File: config.mk
export PLATFORM = sky130hd
export DESIGN_NAME = word_serializer
export DESIGN_NICKNAME = d
export VERILOG_FILES = /design/src/rtl/word_serializer.sv
export SDC_FILE = /design/constraint.sdc
export NUM_CORES = 1
export LEC_CHECK = 0
export BUFFER_PORTS_ARGS = -buffer_cell sky130_fd_sc_hd__buf_4
export CORE_MARGIN = 4
export CORE_UTILIZATION = 41
export DETAILED_ROUTE_END_ITERATION = 6
export GPL_ROUTABILITY_DRIVEN = 0
export PLACE_DENSITY = 0.69
export SLEW_MARGIN = 5
export SYNTH_ARGS = -nofsm -noshare
export SYNTH_HDL_FRONTEND = slang
export SYNTH_SLANG_ARGS = --single-unit
File: constraint.sdc
create_clock -name clk_i -period 1.9 [get_ports clk_i]
set_input_delay 0 -clock clk_i [delete_from_list [all_inputs] [get_ports clk_i]]
set_output_delay 0 -clock clk_i [all_outputs]
set_load 0.1 [all_outputs]
File: src/rtl/word_serializer.sv
// word_serializer: parallel word to valid/ready bit stream
//   clk_i          clock, all state changes on posedge
//   rst_ni         synchronous reset, active-low
//   enable_i       1 = run, 0 = freeze all state (no handshake completes)
//   load_valid_i   load_data_i is valid
//   load_ready_o   block can accept a word (enabled and idle)
//   load_data_i    parallel word
//   bit_valid_o    bit_out_o is valid (enabled and shifting)
//   bit_ready_i    downstream takes bit_out_o
//   bit_out_o      current serial bit
//   bit_last_o     current bit is the final bit of the word
//   busy_o         word in flight
module word_serializer #(
    parameter int WIDTH     = 32,
    parameter bit LSB_FIRST = 1
) (
    input  logic             clk_i,
    input  logic             rst_ni,
    input  logic             enable_i,
    input  logic             load_valid_i,
    output logic             load_ready_o,
    input  logic [WIDTH-1:0] load_data_i,
    output logic             bit_valid_o,
    input  logic             bit_ready_i,
    output logic             bit_out_o,
    output logic             bit_last_o,
    output logic             busy_o
);
    localparam int CW = $clog2(WIDTH);
    typedef enum logic {IDLE, SHIFT} state_t;
    state_t state_q, state_d;
    logic [WIDTH-1:0] sreg_q, sreg_d;
    logic [CW-1:0] cnt_q, cnt_d;
    logic load_fire, bit_fire, last;
    // Handshakes are gated by enable through the ready/valid outputs, so a
    // disabled block holds every register without extra qualification.
    assign load_fire = load_valid_i & load_ready_o;
    assign bit_fire  = bit_valid_o & bit_ready_i;
    assign last      = (state_q == SHIFT) && (cnt_q == CW'(WIDTH - 1));
    always_ff @(posedge clk_i) begin
        if (!rst_ni) begin
            state_q <= IDLE;
            sreg_q  <= '0;
            cnt_q   <= '0;
        end else begin
            state_q <= state_d;
            sreg_q  <= sreg_d;
            cnt_q   <= cnt_d;
        end
    end
    always_comb begin
        state_d = load_fire ? SHIFT : (bit_fire && last) ? IDLE : state_q;
        sreg_d  = load_fire ? load_data_i
                : !bit_fire ? sreg_q
                : LSB_FIRST ? {1'b0, sreg_q[WIDTH-1:1]} : {sreg_q[WIDTH-2:0], 1'b0};
        cnt_d   = load_fire ? '0
                : !bit_fire ? cnt_q
                : last ? '0 : cnt_q + 1'b1;
    end
    always_comb begin
        load_ready_o = enable_i && (state_q == IDLE);
        bit_valid_o  = enable_i && (state_q == SHIFT);
        busy_o       = (state_q == SHIFT);
        bit_out_o    = (state_q == SHIFT) ? (LSB_FIRST ? sreg_q[0] : sreg_q[WIDTH-1]) : 1'b0;
        bit_last_o   = last;
    end
endmodule
==> impl_metrics.csv <==
group,metric,value,unit
timing,finClkSkew,0.00315,ns
clock_network,hold_buffers,1,
worst_hold_path,min_delay_path_depth,3,
job,drv_cap,0,
synthesis,yosysSeqAreaShare,45.4,%
detailed_routing,drtPass1Iterations,4,
final_layout,finalInstanceArea,0.00211,mm2
floorplan,ios,42,
final_layout,multi_input_area,835,um2
final_layout,nNetsFinal,269,
floorplan,rows,22,
detailed_routing,wl_per_cell,13.7,um
worst_setup_path,r2r_start,"cnt_q[0]",
final_layout,final_cells,277,
global_routing,grt_pass1_wl,6420,um
detailed_routing,wirelength,3790,um
synthesis,syn_area,0.00168,mm2
timing,worst_slack,0.132,ns
synthesis,syn-num-nets,231,
placement,hpwl,2460,um
clock_network,clk_pin_slew,0.07,ns
clock_network,clock_latency,0.28,ns
clock_network,clockRootBuffer,"clkbuf_8",
global_routing,antenna_found_initial,0,
timing,setup_viol_count_final,0,
floorplan,fp.dieW,71.9,um
clock_network,cts_post_setup_buffers_inserted,0,
synthesis,netlist_instances,192,
timing,hold_viol_final,0,
power_and_ir_drop,power.total,1.62,mW
final_layout,drive_gt1_share,25.3,%
final_layout,fill_cells,357,
synthesis,ys_warn_count,0,
placement,placed_cells,270,
timing,tightest_slew,0.393,ns
timing,clock.fmax,0.566,GHz
final_layout,area_growth,25.8,%
worst_setup_path,crit_type,"reg2out",
power_and_ir_drop,leakagePower,0.799,nW
timing,fin_tns_setup,0,ns
placement,place_area,0.00202,mm2
final_layout,diodes,0,
timing,rsz0062_at_grt,"false",
detailed_routing,remaining_drc_errors,0,
detailed_routing,vias,1533,
synthesis,avgSynthCellArea,8.73,um2
power_and_ir_drop,powerDensity,768,mW/mm2
global_routing,grt_max_degree,42,
worst_setup_path,critPathMaxFanout,7,
clock_network,cts_buffers,5,
placement,io_buffers,41,
floorplan,start_util,44.1,%
detailed_routing,ant_nets,0,
status,run_status,"complete, no violations",
global_routing,grt_pass1_vias,1425,
detailed_routing,drt_iter0_markers,59,
clock_network,cts_tree,"done",
synthesis,ys_seq_elements,38,
worst_setup_path,crit_path_end_kind,"output pin",
final_layout,seq_area,762,um2
global_routing,grt_use_total,15.5,%
clock_network,cts_resized,0,
synthesis,synth_top_area_share,45.4,%
floorplan,chipHeight,71.9,um
worst_hold_path,hp-class,"in2reg",
worst_setup_path,worst_setup_path_start_kind,"register",
final_layout,fin_util,55.5,%
timing,post-route-period-util,93.1,%
worst_hold_path,holdPathEnd,"sreg_q[15]",
worst_setup_path,rr_endpoint,"cnt_q[3]",
clock_network,cts.path.max_buffers,2,
worst_setup_path,critPathArrivalTime,1.77,ns
worst_setup_path,rrSetupSlack,0.16,ns
worst_setup_path,crit_required,1.90,ns
worst_setup_path,reg2reg_depth,5,
placement,pre_cts_ws,0.180,ns
synthesis,synthTopCellsByArea,"dfxtp_1, a22oi_1, a21boi_1",
timing,max_slew_margin,73.8,%
floorplan,core,0.00380,mm2
power_and_ir_drop,peakVddDrop,0.423,mV
timing,post-route-min-period,1.77,ns
synthesis,synth.largest_area_cell,"dfxtp_1",
clock_network,cts.sinks,38,
timing,drv_slew,0,
clock_network,htree_levels,2,
global_routing,overflow,0,
detailed_routing,routed_via_density,5.53,
floorplan,die-area,0.00518,mm2
synthesis,synth_cell_types,24,
worst_hold_path,worstHoldStart,"load_data_i[15]",
timing,hold_ws,0.00560,ns
[placed cells by master, fill, tap and decap left out]
cell           count
buf_4             48
or3_1              1
and2_1             2
nand3_1           25
nor2_1             1
nand3b_1           2
o21ai_0           10
dlygate4sd3_1      1
a31oi_1            9
and3b_1            1
dfxtp_2            1
a21oi_1            5
o21a_1             1
clkbuf_8           6
and2_2             1
ha_1               2
nor2b_2            1
or4b_1             1
or4_1              1
and3_1             2
a22oi_1           23
a21boi_1          18
nand2_1           22
a21boi_0           7
nand3_2            1
dfxtp_1           37
[sequential cells by signal (all words and copies together) (netlist names)]
name,flops
busy_o,1
cnt_q,5
sreg_q,32
[layout make-up]
| type | count | share of cell area (%) |
|---|---|---|
| Multi-Input combinational cell | 136 | 39.6 |
| Sequential cell | 38 | 36.1 |
| Timing Repair Buffer | 49 | 17.6 |
| Clock buffer | 6 | 3.91 |
| Tap cell | 48 | 2.85 |
[metal layers]
metal  up-vias  part of all wire (%)  track usage (%)
met5         -                     0                0
met4         0                   1.6             7.72
met3         5                   4.9             3.74
met2        32                    46             24.1
met1       720                    47             20.0
li1        776                     -                -
[logic make-up after synthesis]
logic type	count (synthesis)	synth area share, %
AO/OA/AOI/OAI	73	29.8
adder cells (fa/ha/maj)	2	1.49
buffers and inverters	18	5.07
flip-flops	38	45.4
AND/OR/NAND/NOR	61	18.3
[report_power, final]
part | internal (mW) | total [mW] | switching [mW]
Clock | 0.280 | 0.534 | 0.254
Sequential | 0.836 | 0.858 | 0.0218
Combinational | 0.107 | 0.227 | 0.120
[Yosys cell counts]
cell,number
a21oi_1,5
a21boi_0,7
a21boi_1,18
dfxtp_1,38
a22oi_1,23
nor2_1,1
nor2b_1,1
nand2_1,22
buf_4,1
or3_1,1
o21a_1,1
and3b_1,1
nand3_2,1
a31oi_1,9
and2_1,3
or4b_1,1
and3_1,2
or4_1,1
nand3b_1,2
nand3_1,25
o21ai_0,10
buf_2,11
clkbuf_1,6
ha_1,2
[critical path, cell delays in order, from the launching register on]
cell and delay, ns:
dfxtp_1 0.40, ha_1 0.21, and3_1 0.17, ha_1 0.26
and2_2 0.18, buf_4 0.28
[worst max path at each step]
stage / slack [ns] / start / depth (start not counted) / end
2_1_floorplan: 0.17 / cnt_q[0] / 6 / cnt_q[4]
3_3_place_gp: 0.23 / cnt_q[0] / 5 / cnt_q[3]
3_5_place_dp: 0.18 / cnt_q[0] / 5 / cnt_q[3]
4_1_cts: 0.13 / cnt_q[0] / 5 / bit_last_o
5_1_grt: 0.03 / cnt_q[0] / 5 / bit_last_o
6_report: 0.13 / cnt_q[0] / 5 / bit_last_o
Note: power is estimated with default switching activity, not from simulation.
